## config.mk

```make
export PLATFORM = sky130hd
export DESIGN_NAME = rgb_yuv_pipe
export DESIGN_NICKNAME = d
export VERILOG_FILES = /design/src/rtl/rgb_yuv_pipe.sv
export SDC_FILE = /design/constraint.sdc
export NUM_CORES = 2
export LEC_CHECK = 0
export CORE_ASPECT_RATIO = 0.5
export CORE_UTILIZATION = 50
export CTS_BUF_LIST = sky130_fd_sc_hd__clkbuf_4
export DETAILED_ROUTE_END_ITERATION = 8
export PLACE_DENSITY_LB_ADDON = 0.15
export SETUP_SLACK_MARGIN = 0.15
export SKIP_CTS_REPAIR_TIMING = 1
export SLEW_MARGIN = 20
export SYNTH_ARGS = -nofsm -noshare
export SYNTH_HDL_FRONTEND = slang
export SYNTH_SLANG_ARGS = --single-unit
export TNS_END_PERCENT = 100
```

## constraint.sdc

```tcl
create_clock -name clock -period 19.65 [get_ports clock]
set_input_delay 2.9475 -clock clock [delete_from_list [all_inputs] [get_ports clock]]
set_output_delay 2.9475 -clock clock [all_outputs]
set_load 0.01 [all_outputs]
```

## src/rtl/rgb_yuv_pipe.sv

```systemverilog
// rgb_yuv_pipe
//   Five-stage, flow-controlled RGB -> YUV converter. One pixel per beat;
//   BT.601 or BT.709 coefficients are chosen on the sof beat of each frame
//   and carried with every pixel of that frame.
//
//   Ports
//     clock, rst              rising-edge clock, synchronous active-high reset
//     s_valid/s_ready         input handshake (s_ready = m_ready | ~m_valid)
//     s_sof/s_eof/s_mode      input frame sideband, mode sampled on sof beats
//     rdata/gdata/bdata       unsigned colour components, DW bits
//     m_valid/m_ready         output handshake
//     m_sof/m_eof/m_mode      output sideband, aligned with the output pixel
//     ydata                   unsigned luma, DW bits
//     udata/vdata             two's complement chroma, DW+1 bits
module rgb_yuv_pipe #(
    parameter int DW   = 16,
    parameter int FRAC = 14,
    parameter int LAT  = 5
) (
    input  logic            clock,
    input  logic            rst,
    input  logic            s_valid,
    output logic            s_ready,
    input  logic            s_sof,
    input  logic            s_eof,
    input  logic            s_mode,
    input  logic [DW-1:0]   rdata,
    input  logic [DW-1:0]   gdata,
    input  logic [DW-1:0]   bdata,
    output logic            m_valid,
    input  logic            m_ready,
    output logic            m_sof,
    output logic            m_eof,
    output logic            m_mode,
    output logic [DW-1:0]   ydata,
    output logic [DW:0]     udata,
    output logic [DW:0]     vdata
);

    if (LAT != 5) begin : g_bad_lat
        $error("rgb_yuv_pipe: LAT must be 5");
    end

    localparam int PW = DW + FRAC + 2;

    // Coefficients are tabulated at 14 fraction bits and rescaled with rounding.
    function automatic logic [FRAC:0] scale_k(input longint k);
        longint r;
        if (FRAC >= 14) r = k <<< (FRAC - 14);
        else            r = (k + (longint'(1) <<< (13 - FRAC))) >>> (14 - FRAC);
        return r[FRAC:0];
    endfunction

    localparam logic [FRAC:0] ONE    = scale_k(longint'(16384));
    localparam logic [FRAC:0] KR_601 = scale_k(4899);
    localparam logic [FRAC:0] KB_601 = scale_k(1868);
    localparam logic [FRAC:0] KG_601 = ONE - KR_601 - KB_601;  // keeps Kr+Kg+Kb exact
    localparam logic [FRAC:0] KU_601 = scale_k(8061);
    localparam logic [FRAC:0] KV_601 = scale_k(14369);
    localparam logic [FRAC:0] KR_709 = scale_k(3483);
    localparam logic [FRAC:0] KB_709 = scale_k(1183);
    localparam logic [FRAC:0] KG_709 = ONE - KR_709 - KB_709;
    localparam logic [FRAC:0] KU_709 = scale_k(8829);
    localparam logic [FRAC:0] KV_709 = scale_k(10404);

    localparam logic [PW-1:0]        HALF   = PW'(1) << (FRAC - 1);
    localparam logic signed [PW-1:0] HALF_S = PW'(1) << (FRAC - 1);
    localparam logic [PW-1:0]        Y_MAX  = PW'((longint'(1) <<< DW) - 1);

    typedef struct packed {
        logic valid;
        logic sof;
        logic eof;
        logic mode;
    } side_t;

    side_t sb [1:5];
    logic  mode_q;
    logic  adv;
    logic  mode_in;

    // Stage data
    logic [PW-1:0]        p_r, p_g, p_b;
    logic [DW-1:0]        r1, b1, r2, b2, y3, y4;
    logic [PW-1:0]        ys2;
    logic signed [DW:0]   db3, dr3;
    logic signed [PW-1:0] pu4, pv4;

    // Combinational helpers
    logic [FRAC:0]        kr, kg, kb, ku, kv;
    logic [PW-1:0]        y_full;
    logic [DW-1:0]        y_sat;

    assign adv     = m_ready | ~sb[5].valid;
    assign s_ready = adv;
    assign mode_in = s_sof ? s_mode : mode_q;

    assign m_valid = sb[5].valid;
    assign m_sof   = sb[5].sof;
    assign m_eof   = sb[5].eof;
    assign m_mode  = sb[5].mode;

    // NOTE: every output of a combinational block gets a default first, so no
    // path through it can leave a value unassigned and infer a latch.
    always_comb begin
        kr = KR_601;
        kg = KG_601;
        kb = KB_601;
        ku = KU_601;
        kv = KV_601;
        if (mode_in) begin
            kr = KR_709;
            kg = KG_709;
            kb = KB_709;
        end
        if (sb[3].mode) begin
            ku = KU_709;
            kv = KV_709;
        end
        y_full = ys2 >> FRAC;
        y_sat  = (y_full > Y_MAX) ? Y_MAX[DW-1:0] : y_full[DW-1:0];
    end

    // Control path: valids, sideband, mode register and output registers.
    // NOTE: sequential state is updated with non-blocking assignments so every
    // stage samples the previous stage's value from before the edge.
    always_ff @(posedge clock) begin
        if (rst) begin
            for (int i = 1; i <= 5; i++) sb[i] <= '0;
            mode_q <= 1'b0;
            ydata  <= '0;
            udata  <= '0;
            vdata  <= '0;
        end else if (adv) begin
            sb[1] <= '{valid: s_valid, sof: s_sof & s_valid,
                       eof: s_eof & s_valid, mode: mode_in};
            for (int i = 2; i <= 5; i++) sb[i] <= sb[i-1];
            if (s_valid && s_sof) mode_q <= s_mode;
            ydata <= y4;
            udata <= (DW+1)'((pu4 + HALF_S) >>> FRAC);
            vdata <= (DW+1)'((pv4 + HALF_S) >>> FRAC);
        end
    end

    // Datapath stages 1-4.
    // NOTE: internal data registers are left unreset; their valid bits are
    // cleared, so stale contents can never reach the output.
    always_ff @(posedge clock) begin
        if (adv) begin
            p_r <= PW'(kr) * PW'(rdata);
            p_g <= PW'(kg) * PW'(gdata);
            p_b <= PW'(kb) * PW'(bdata);
            r1  <= rdata;
            b1  <= bdata;

            ys2 <= p_r + p_g + p_b + HALF;
            r2  <= r1;
            b2  <= b1;

            y3  <= y_sat;
            db3 <= $signed({1'b0, b2}) - $signed({1'b0, y_sat});
            dr3 <= $signed({1'b0, r2}) - $signed({1'b0, y_sat});

            pu4 <= PW'(db3) * $signed(PW'(ku));
            pv4 <= PW'(dr3) * $signed(PW'(kv));
            y4  <= y3;
        end
    end

endmodule

```

==> metrics.yaml <==
htreeDepth: 3
critical_path_most_common_cell: "fa_1"
fp.dieH_um: 203
multi_input_area_um2: 27300
globalRouteOverflowTotal: 0
timing.final.crit_share_pct: 48.0
vias_in_the_first_global_route: 27600
synth_edf_count: 289
die-width_um: 404
setup.worst_path.start_class: "primary input"
async_reset_ff_share_pct: 0
setup-tns-final_ns: 0
antenna_found_initial: 7
core.rowCount: 73
wl_per_cell_um: 16.4
synth.cell_area_um2: 40400
cell_with_the_largest_stage_delay_on_the_worst_path: "mux2_2"
clock_slew_at_the_register_clock_pins_of_the_worst_setup_and_hold_paths_ns: 0.07
highest_count_cells_in_the_layout_ignoring_fill_and_taps: "915 x inv_1, 594 x fa_1, 562 x ha_1"
outcome: "finished clean"
timing.critical_path.buf_inv: 5
area_delta_synth_final_pct: 9.10
floorplan.core_area_um2: 79700
highest_clock_rate_ghz: 0.106
cts.sink_count: 340
grt_util_all_layers_pct: 22.0
clock_insertion_delay_worst_skew_ns: 0.86
place.gp.congestion: 0.878
global_route.usage.met3_pct: 4.00
clock_path_buffers: 3
tritoncts: "built"
vias: 25800
r2r-start: "sb[0][12]"
timing_max_transition_violations_final: 0
hold_start: "b1[2]"
grt_use_met1_pct: 31.2
grt_setup_unrepaired: "false"
most_common_cell_after_layout_fill_and_taps_aside: "inv_1"
synth_cells: 3815
finalWirelength_um: 85000
dr.pass1.iters: 5
cp_data_required_time_ns: 20.24
ff_latch_area_um2: 9700
postSynth.topFlopCell: "edfxtp_1"
hold_violations: 0
synth.avg_cell_area_um2: 10.6
ys.warnings.count: 0
numCtsBuffers: 86
cp_top_family: "adder cells"
route.detailed.vias_per_inst: 4.99
yosysSeqAreaShare_pct: 24.0
drt.antenna.violating_nets: 0
timing.rr.end: "pu4[30]"
ff2ff_path_depth: 24
finalCoreUtilization_pct: 55.3
post_synth_num_cell_types: 71
critPathArrivalTime_ns: 10.01
globalRoute.busiestLayer: "met2"
max_slew.worst_pin.slew_ns: 1.05
grt_first_pass_wirelength_um: 143000
hold_path_end: "b2[2]"
worst_setup_slack_before_clock_tree_synthesis_ns: 9.36
postLayoutSetupSlackWorst_ns: 10.23
grt.met2_usage_pct: 35.3
cp_max_fo: 42
max_cap_viols: 0
setup_violations: 0
min_delay_path_depth: 0
minimum_period_implied_by_the_final_worst_setup_slack_ns: 9.42
chain_of_cells_forming_the_critical_path: "clkdlybuf4s50_1 -> mux2_2 -> buf_4 -> and2_1 -> xnor2_1 -> fa_1 -> inv_1 -> fa_1 -> fa_1 -> fa_1 -> inv_1 -> fa_1 -> inv_1 -> ha_1 -> o21ai_0 -> a22oi_1 -> a21oi_1 -> a211oi_1 -> o21bai_1 -> o2bb2ai_1 -> o2111ai_1 -> a21oi_1 -> xnor2_1"
drt_drc_violations_left: 0
drt_iter0_markers: 1295
layout-drive-gt1-share_pct: 4.52
root_buffer: "clkbuf_4"
timing.critical_path.from: "s_sof"
worstHoldPathType: "register to register"
fp.dieArea_um2: 82000
place.port_buffers: 109
floorplan.io_pins: 110
slew_headroom_pct: 30.0
ys_seq_elements: 340
place.detailed.hpwl_um: 71700
fill_cell_total_of_the_finished_layout: 7059
initial_standard_cell_utilization_of_the_core_pct: 50.7
worst_setup_path_end_kind: "register"
finish.net_count: 5242
worst_path_largest_cell_delay_ns: 0.68
fin_skew_ns: 0.0539
pin_count_of_the_biggest_net_entering_global_routing: 92
setup.reg_to_reg.worst_slack_ns: 12.01
worst-setup-path-type: "primary input to register"
cell type report:
class,count,share of cell area (%)
multi-input cells,2567,62.0
flip-flops and latches,340,22.0
inverters,917,7.82
well taps,1087,3.08
repair buffers,119,2.63
clock buffers,123,2.09
clock inverters,24,0.377
diodes,3,0.0170
state kept, by name (all words and copies together), names as in the netlist:
signal,flops
udata,17
r2,16
pv4,18
ys2,18
ydata,16
b1,16
y4,16
p_r,28
b2,16
sb,20
dr3,17
p_b,27
vdata,17
pu4,18
y3,16
p_g,30
db3,17
mode_q,1
r1,16
cells by family after synthesis:
family	synth area share, %
other	0.0186
AND/OR/NAND/NOR	7.54
flip-flops	24.0
XOR/XNOR	4.81
multiplexers	0.102
buffers and inverters	9.13
adder cells (fa/ha/maj)	46.8
AO/OA/AOI/OAI	7.58
worst register-to-register path: stages, from the launching register on:
cell,delay (ns)
edfxtp_1,0.34
buf_4,0.58
clkinv_1,0.92
nand2_1,0.48
inv_1,0.12
ha_1,0.29
inv_1,0.05
fa_1,0.50
inv_1,0.05
fa_1,0.56
fa_1,0.44
fa_1,0.50
inv_1,0.05
fa_1,0.47
inv_1,0.04
ha_1,0.34
a21o_1,0.20
a31oi_1,0.16
inv_1,0.09
a2111oi_2,0.30
nor2_1,0.15
a211o_1,0.31
a21o_1,0.22
a21oi_2,0.15
xnor2_1,0.07
per-stage QoR:
| stage | cell area (um^2) | std cells | hold WS (ns) |
|---|---|---|---|
| after floorplan | 40700 | 3889 | 0.400 |
| after global placement | 43000 | 5030 | 0.401 |
| after detailed placement | 43000 | 5030 | 0.405 |
| after CTS | 44100 | 5177 | 0.410 |
| after global routing | 44100 | 5180 | 0.397 |
| final | 44100 | 5180 | 0.407 |
synth_stat cells, drive strengths merged (6+ instances only):
master | count | area, um^2
a31o | 7 | 61.3
a211oi | 39 | 293
edfxtp | 289 | 8680
nand2b | 15 | 93.8
a22o | 6 | 52.6
a21boi | 6 | 45.0
clkbuf | 60 | 225
dfxtp | 51 | 1020
and3 | 23 | 144
a21o | 66 | 495
a211o | 8 | 70.1
o21ai | 70 | 350
or3 | 21 | 131
inv | 916 | 3440
nand4 | 18 | 113
a21oi | 159 | 803
xnor2 | 162 | 1420
or2 | 25 | 156
o21bai | 20 | 150
nor2b | 32 | 200
and4 | 6 | 52.6
o21a | 24 | 180
and2 | 58 | 363
xor2 | 60 | 526
o211ai | 12 | 90.1
nor2 | 173 | 649
nand2 | 173 | 649
ha | 562 | 7030
fa | 594 | 11900
nand3 | 48 | 240
a31oi | 11 | 68.8
nor3 | 30 | 150
worst max-delay path by stage:
stage                          to  slack (ns)  depth (start not counted)
after floorplan           s_ready        5.93                          4
after global placement    p_g[29]        9.45                         25
after detailed placement  p_g[29]        9.36                         23
after CTS                 p_g[29]       10.30                         23
after global routing      p_g[29]        9.68                         24
final                     p_g[29]       10.23                         23
routing by layer:
layer  up-vias  routed length (um)
met3       119                4210
met4         2                1680
met1     12600               40600
met5         -                  20
met2       495               38500
li1      12700                   -
Power is left out: the tool's default activity adds up to more than one toggle a clock period on the data nets, which glitch-free logic cannot reach.
